### config.mk
export PLATFORM = sky130hd
export DESIGN_NAME = csr_llbit_unit
export DESIGN_NICKNAME = d
export VERILOG_FILES = /design/src/rtl/csr_llbit_unit.sv
export SDC_FILE = /design/constraint.sdc
export NUM_CORES = 1
export LEC_CHECK = 0
export CAP_MARGIN = 20
export CORE_ASPECT_RATIO = 0.8
export CORE_MARGIN = 2
export CORE_UTILIZATION = 40
export DETAILED_ROUTE_END_ITERATION = 10
export DONT_BUFFER_PORTS = 1
export GPL_TIMING_DRIVEN = 1
export SYNTH_ARGS = -nofsm -noshare
export SYNTH_HDL_FRONTEND = slang
export SYNTH_SLANG_ARGS = --single-unit
### constraint.sdc
create_clock -name clk -period 21.7 [get_ports clk]
set_input_delay 2.17 -clock clk [delete_from_list [all_inputs] [get_ports clk]]
set_output_delay 2.17 -clock clk [all_outputs]
set_load 0.05 [all_outputs]
### src/rtl/csr_llbit_unit.sv
// Core CSR file with LLbit/LLBCTL state, exception entry / ERTN, constant timer
// and interrupt-pending generation for the commit stage.
module csr_llbit_unit #(
    parameter logic [31:0] TID_INIT = 32'h0,
    parameter int          TIMER_W  = 32
) (
    input  logic        clk,
    input  logic        rst,
    input  logic        csr_read_en,
    input  logic [13:0] csr_read_addr,
    output logic [31:0] csr_read_data,
    input  logic        csr_write_en,
    input  logic [13:0] csr_write_addr,
    input  logic [31:0] csr_write_data,
    input  logic [31:0] csr_write_mask,
    input  logic        llbit_set,
    input  logic        sc_commit,
    output logic        llbit,
    input  logic        exc_valid,
    input  logic [5:0]  exc_ecode,
    input  logic [8:0]  exc_esubcode,
    input  logic [31:0] exc_pc,
    input  logic        ertn,
    input  logic [7:0]  hwi,
    output logic [31:0] exc_entry_pc,
    output logic [31:0] ertn_pc,
    output logic        int_pending
);

    localparam logic [13:0] A_CRMD   = 14'h000;
    localparam logic [13:0] A_PRMD   = 14'h001;
    localparam logic [13:0] A_ECFG   = 14'h004;
    localparam logic [13:0] A_ESTAT  = 14'h005;
    localparam logic [13:0] A_ERA    = 14'h006;
    localparam logic [13:0] A_EENTRY = 14'h00C;
    localparam logic [13:0] A_SAVE0  = 14'h030;
    localparam logic [13:0] A_SAVE1  = 14'h031;
    localparam logic [13:0] A_SAVE2  = 14'h032;
    localparam logic [13:0] A_SAVE3  = 14'h033;
    localparam logic [13:0] A_TID    = 14'h040;
    localparam logic [13:0] A_TCFG   = 14'h041;
    localparam logic [13:0] A_TVAL   = 14'h042;
    localparam logic [13:0] A_TICLR  = 14'h044;
    localparam logic [13:0] A_LLBCTL = 14'h060;

    function automatic logic [31:0] merge_f(input logic [31:0] old_v,
                                            input logic [31:0] data_v,
                                            input logic [31:0] mask_v);
        return (old_v & ~mask_v) | (data_v & mask_v);
    endfunction

    logic [8:0]         crmd_q, crmd_d;
    logic [2:0]         prmd_q, prmd_d;
    logic [12:0]        ecfg_q, ecfg_d;
    logic [1:0]         is_sw_q, is_sw_d;
    logic [7:0]         is_hw_q;
    logic               is_timer_q, is_timer_d;
    logic [5:0]         ecode_q, ecode_d;
    logic [8:0]         esubcode_q, esubcode_d;
    logic [31:0]        era_q, era_d;
    logic [25:0]        eentry_q, eentry_d;
    logic [31:0]        save0_q, save0_d, save1_q, save1_d;
    logic [31:0]        save2_q, save2_d, save3_q, save3_d;
    logic [31:0]        tid_q, tid_d;
    logic [TIMER_W-1:0] tcfg_q, tcfg_d;
    logic [TIMER_W-1:0] tval_q, tval_d;
    logic               klo_q, klo_d;
    logic               llbit_q, llbit_d;

    logic [31:0]        estat_s;
    logic [31:0]        tcfg_ext_s;
    logic [31:0]        tval_ext_s;
    logic [31:0]        wv_s;
    logic [TIMER_W-1:0] tcfg_new_s;
    logic               tcfg_wr_s;
    logic               ticlr_s;
    logic               wcllb_s;
    logic               ertn_clr_s;
    logic               fire_s;

    // Assemble the multi-field and parameter-width CSR views.
    always_comb begin
        estat_s = {1'b0, esubcode_q, ecode_q, 3'b000, 1'b0, is_timer_q, 1'b0, is_hw_q, is_sw_q};
        tcfg_ext_s = 32'h0;
        tcfg_ext_s[TIMER_W-1:0] = tcfg_q;
        tval_ext_s = 32'h0;
        tval_ext_s[TIMER_W-1:0] = tval_q;
    end

    // Combinational read port; no bypass from a same-cycle write.
    always_comb begin
        csr_read_data = 32'h0;
        if (csr_read_en) begin
            case (csr_read_addr)
                A_CRMD:   csr_read_data = {23'h0, crmd_q};
                A_PRMD:   csr_read_data = {29'h0, prmd_q};
                A_ECFG:   csr_read_data = {19'h0, ecfg_q};
                A_ESTAT:  csr_read_data = estat_s;
                A_ERA:    csr_read_data = era_q;
                A_EENTRY: csr_read_data = {eentry_q, 6'h00};
                A_SAVE0:  csr_read_data = save0_q;
                A_SAVE1:  csr_read_data = save1_q;
                A_SAVE2:  csr_read_data = save2_q;
                A_SAVE3:  csr_read_data = save3_q;
                A_TID:    csr_read_data = tid_q;
                A_TCFG:   csr_read_data = tcfg_ext_s;
                A_TVAL:   csr_read_data = tval_ext_s;
                A_LLBCTL: csr_read_data = {29'h0, klo_q, 1'b0, llbit_q};
                default:  csr_read_data = 32'h0;
            endcase
        end else begin
            csr_read_data = 32'h0;
        end
    end

    // Next-state: exception > ERTN > CSR write, then timer and LLbit updates.
    always_comb begin
        crmd_d     = crmd_q;
        prmd_d     = prmd_q;
        ecfg_d     = ecfg_q;
        is_sw_d    = is_sw_q;
        is_timer_d = is_timer_q;
        ecode_d    = ecode_q;
        esubcode_d = esubcode_q;
        era_d      = era_q;
        eentry_d   = eentry_q;
        save0_d    = save0_q;
        save1_d    = save1_q;
        save2_d    = save2_q;
        save3_d    = save3_q;
        tid_d      = tid_q;
        tcfg_d     = tcfg_q;
        tval_d     = tval_q;
        klo_d      = klo_q;
        llbit_d    = llbit_q;
        wv_s       = 32'h0;
        tcfg_new_s = tcfg_q;
        tcfg_wr_s  = 1'b0;
        ticlr_s    = 1'b0;
        wcllb_s    = 1'b0;
        ertn_clr_s = 1'b0;

        if (exc_valid) begin
            prmd_d      = {crmd_q[2], crmd_q[1:0]};
            crmd_d[2:0] = 3'b000;
            era_d       = exc_pc;
            ecode_d     = exc_ecode;
            esubcode_d  = exc_esubcode;
        end else if (ertn) begin
            crmd_d[2:0] = prmd_q;
            ertn_clr_s  = ~klo_q;
            klo_d       = 1'b0;
        end else if (csr_write_en) begin
            case (csr_write_addr)
                A_CRMD: begin
                    wv_s   = merge_f({23'h0, crmd_q}, csr_write_data, csr_write_mask);
                    crmd_d = wv_s[8:0];
                end
                A_PRMD: begin
                    wv_s   = merge_f({29'h0, prmd_q}, csr_write_data, csr_write_mask);
                    prmd_d = wv_s[2:0];
                end
                A_ECFG: begin
                    wv_s   = merge_f({19'h0, ecfg_q}, csr_write_data, csr_write_mask);
                    ecfg_d = wv_s[12:0];
                end
                A_ESTAT: begin
                    wv_s    = merge_f(estat_s, csr_write_data, csr_write_mask);
                    is_sw_d = wv_s[1:0];
                end
                A_ERA:    era_d   = merge_f(era_q, csr_write_data, csr_write_mask);
                A_EENTRY: begin
                    wv_s     = merge_f({eentry_q, 6'h00}, csr_write_data, csr_write_mask);
                    eentry_d = wv_s[31:6];
                end
                A_SAVE0:  save0_d = merge_f(save0_q, csr_write_data, csr_write_mask);
                A_SAVE1:  save1_d = merge_f(save1_q, csr_write_data, csr_write_mask);
                A_SAVE2:  save2_d = merge_f(save2_q, csr_write_data, csr_write_mask);
                A_SAVE3:  save3_d = merge_f(save3_q, csr_write_data, csr_write_mask);
                A_TID:    tid_d   = merge_f(tid_q, csr_write_data, csr_write_mask);
                A_TCFG: begin
                    wv_s       = merge_f(tcfg_ext_s, csr_write_data, csr_write_mask);
                    tcfg_new_s = wv_s[TIMER_W-1:0];
                    tcfg_wr_s  = 1'b1;
                end
                A_TICLR: begin
                    wv_s    = csr_write_data & csr_write_mask;
                    ticlr_s = wv_s[0];
                end
                A_LLBCTL: begin
                    wv_s    = merge_f({29'h0, klo_q, 2'b00}, csr_write_data, csr_write_mask);
                    klo_d   = wv_s[2];
                    wcllb_s = wv_s[1];
                end
                default: wv_s = 32'h0;
            endcase
        end else begin
            wv_s = 32'h0;
        end

        // Timer: a fire both sets IS[11] and either reloads or disarms.
        fire_s = tcfg_q[0] && (tval_q == {TIMER_W{1'b0}});
        if (tcfg_wr_s && tcfg_new_s[0]) begin
            tval_d = {tcfg_new_s[TIMER_W-1:2], 2'b00};
        end else if (tcfg_q[0] && !fire_s) begin
            tval_d = tval_q - {{(TIMER_W-1){1'b0}}, 1'b1};
        end else if (fire_s && tcfg_q[1]) begin
            tval_d = {tcfg_q[TIMER_W-1:2], 2'b00};
        end else begin
            tval_d = tval_q;
        end

        if (tcfg_wr_s) begin
            tcfg_d = tcfg_new_s;
        end else if (fire_s && !tcfg_q[1]) begin
            tcfg_d[0] = 1'b0;
        end else begin
            tcfg_d = tcfg_q;
        end

        if (fire_s) begin
            is_timer_d = 1'b1;
        end else if (ticlr_s) begin
            is_timer_d = 1'b0;
        end else begin
            is_timer_d = is_timer_q;
        end

        if (ertn_clr_s || wcllb_s || sc_commit) begin
            llbit_d = 1'b0;
        end else begin
            llbit_d = llbit_q;
        end
        if (llbit_set) begin
            llbit_d = 1'b1;
        end else begin
            llbit_d = llbit_d;
        end
    end

    // State registers with asynchronous reset.
    always_ff @(posedge clk or posedge rst) begin
        if (rst) begin
            crmd_q     <= 9'h008;
            prmd_q     <= 3'h0;
            ecfg_q     <= 13'h0;
            is_sw_q    <= 2'h0;
            is_hw_q    <= 8'h0;
            is_timer_q <= 1'b0;
            ecode_q    <= 6'h0;
            esubcode_q <= 9'h0;
            era_q      <= 32'h0;
            eentry_q   <= 26'h0;
            save0_q    <= 32'h0;
            save1_q    <= 32'h0;
            save2_q    <= 32'h0;
            save3_q    <= 32'h0;
            tid_q      <= TID_INIT;
            tcfg_q     <= {TIMER_W{1'b0}};
            tval_q     <= {TIMER_W{1'b0}};
            klo_q      <= 1'b0;
            llbit_q    <= 1'b0;
        end else begin
            crmd_q     <= crmd_d;
            prmd_q     <= prmd_d;
            ecfg_q     <= ecfg_d;
            is_sw_q    <= is_sw_d;
            is_hw_q    <= hwi;
            is_timer_q <= is_timer_d;
            ecode_q    <= ecode_d;
            esubcode_q <= esubcode_d;
            era_q      <= era_d;
            eentry_q   <= eentry_d;
            save0_q    <= save0_d;
            save1_q    <= save1_d;
            save2_q    <= save2_d;
            save3_q    <= save3_d;
            tid_q      <= tid_d;
            tcfg_q     <= tcfg_d;
            tval_q     <= tval_d;
            klo_q      <= klo_d;
            llbit_q    <= llbit_d;
        end
    end

    assign llbit        = llbit_q;
    assign exc_entry_pc = {eentry_q, 6'h00};
    assign ertn_pc      = era_q;
    assign int_pending  = crmd_q[2] & (|(estat_s[12:0] & ecfg_q));

endmodule

==> results.txt <==
Max VDD drop = 0.04991 mV
layout overhead on the synthesized area = 11.03%
CTS tree = yes
wire per inst = 26.85 um
post-synth top area cell = dfrtp_1
CTS hold repair buffers = 0
DR vias = 15036
GPL Wtd Cong = 0.9377
Post-synth EDFFs = 0
DRT Pass-1 Iters = 9
top_reg_cell synth = dfrtp_1
Final Hold Viols = 0
Final Cycle Share = 34.47%
WL final = 64.12 mm
fmax = 133.7 MHz
layout cell share with drive strength beyond 1 = 20.92%
clk slew on worst S/H paths = 0.05 ns
grt total ovfl = 0
Worst-Margin Slew = 1.159 ns
Starting Density = 40.72%
fillers = 4235
pin count of the biggest net entering global routing = 172
vias in the first global route = 14828
Crit. End Element = output pin
Placed Cells = 2322
pwr dens = 71.23 nW/um^2
final-report setup violation count = 0
worst reg2reg endpoint = tval_ext_s[16]
#FFs+latches synth = 335
Lkg Pwr = 8.771 nW
Post-CTS Resized = 0
Die Ht = 194.5 um
footprint of the multi-input gates = 9154 um^2
post-synthesis cell type count = 79
total setup buffers inserted after CTS = 0
Setup crit start kind = input pin
WP data required = 19.53 ns
Crit Path Category = in2out
first-pass GRT wire length = 96.62 mm
hold crit path type = reg2reg
Place WS = 14.38 ns
Register Area = 8384 um^2
clk sinks = 335
Max Root-Sink Buffers = 3
status = finished clean
unrepaired setup endpoints after global routing = no
Rel. slew slack = 22.98%
r2r worst-path depth = 8
HPWL after DPL = 44.28 mm
Yosys top cell area share = 46.08%
crit-path max FO = 25
Final Instance Count excl. Fillers = 2388
ys async rst share = 100.0%
Detail Route Antenna Nets = 0
die area = 47080 um^2
clk_skew = 0.01230 ns
GRT Util Overall = 26.80%
synth top area cells = dfrtp_1 46%, mux2_2 13%, nand2_1 7.6%
slowest CP cell = a21oi_1
Final #Nets = 1915
Max stage delay on crit path = 0.92 ns
row count = 69
Critical Path Source = csr_read_addr[5]
Worst-Skew Late Latency = 0.56 ns
crit path cell chain = nor4_1 -> nand3_1 -> nor4_2 -> buf_4 -> o21bai_1 -> o311ai_4 -> buf_4 -> a21oi_1
io pins = 253
TritonCTS buffer count = 37
final setup TNS = 0 ns
Slew Limit Fails = 0
crit path to = csr_read_data[9]
max_cap viols = 0
Port-buffer cells = 0
DRC = 0
critical path's most frequent cell = buf_4
root buffer selected by CTS = clkbuf_16
Mapped Cells = 1804
initial DRC count = 1860
worst r2r src = tval_ext_s[0]
Tmin final = 7.479 ns
Post-Syn Area per Cell = 10.05 um^2
CP Data Arrival Time = 5.31 ns
die width = 242.1 um
Synth Cell Area = 18140 um^2
area of the core = 44550 um^2
mean number of vias per cell = 6.296
antenna violations before repair = 2
R2R Setup Slk = 17.51 ns
Syn. warnings = 0
Final Worst Setup Slack = 14.22 ns
sequential area share after synthesis = 46.22%
H-tree levels = 2
[cell usage after synthesis (all sizes together), types with 20 or more instances]
cell type	n
nand2	366
dfrtp	334
mux2	265
clkbuf	107
a22oi	84
nor2	59
o21ai	58
buf	49
mux2i	48
a21oi	42
a31oi	36
nor3	33
a222oi	31
nand3	30
nor4	20
[cell usage in the layout (no fill, tap or decap), types with 10 or more instances in the layout]
master	instances
inv_1	16
nor3_1	25
and3_1	14
a22oi_1	84
a22o_1	15
o21ai_0	48
dfrtp_1	334
a221o_1	10
a222oi_1	31
nor2_1	55
mux2_2	213
o22ai_1	16
mux2i_1	48
a31oi_1	34
o21ai_1	10
nand2_1	366
clkbuf_16	39
nor4_1	17
a21oi_1	42
buf_4	63
xnor2_1	12
nand3_1	30
mux2_1	52
[per-layer routing]
metal / part of all wire [%] / vias to the layer above / GRT usage, %
met5: 0.020 / - / 0
met4: 2.6 / 2 / 7.888
met3: 11 / 121 / 7.746
met2: 42 / 832 / 38.10
met1: 44 / 7575 / 39.31
li1: - / 6506 / -
[cells by family (layout without fill, tap and decap cells)]
family / count (synthesis) / in the layout / synth area share [%]
simple gates: 593 / 593 / 14.69
flops: 335 / 335 / 46.22
xor+xnor: 20 / 20 / 0.9657
fa+ha+maj: 1 / 1 / 0.06897
compound gates: 367 / 367 / 14.75
mux: 314 / 314 / 19.22
buf+inv: 173 / 147 / 4.056
other cells: 1 / 8 / 0.02067
[report_power, final]
part	leakage (nW)	total (mW)	switching [mW]	internal [mW]
registers	4.48	0.694	0.0510	0.643
logic	3.68	0.0795	0.0457	0.0338
clock network	0.613	0.661	0.268	0.394
total	8.77	1.43	0.364	1.07
[how the worst min path moves through the flow]
| stage | endpoint | slack (ns) | cells past startpoint |
|---|---|---|---|
| 5_1_grt | flop | 0.51 | 1 |
| 6_report | flop | 0.49 | 1 |
| 3_3_place_gp | flop | 0.47 | 1 |
| 3_5_place_dp | flop | 0.48 | 1 |
| 4_1_cts | flop | 0.49 | 1 |
| 2_1_floorplan | flop | 0.46 | 1 |
[area by class of cell]
type                    count  area share (%)
multi-input cells        1301           45.45
flip-flops and latches    335           41.63
clock buffers              56           5.610
well taps                 603           3.746
repair buffers             67           2.616
clock inverters             7          0.5654
inverters                  17          0.3541
diodes                      2         0.02485
[worst max-delay path: cells and delay by family]
kind / cells / cell delay, ns
AO/OA/AOI/OAI: 3 / 1.43
AND/OR/NAND/NOR: 3 / 0.92
buffers and inverters: 2 / 0.77
[metrics by stage]
stage | instance area [um^2] | hold WS [ns] | power (mW) | util (%)
6_report | 20140 | 0.4882 | 1.435 | 45.21
3_3_place_gp | 18810 | 0.4689 | 0.7805 | 42.22
2_1_floorplan | 18160 | 0.4585 | 0.7717 | -
5_1_grt | 20140 | 0.5092 | 1.482 | 45.20
3_5_place_dp | 18880 | 0.4766 | 0.7825 | 42.38
4_1_cts | 20120 | 0.4908 | 1.442 | 45.17
Power figures use the tool's default switching activity.
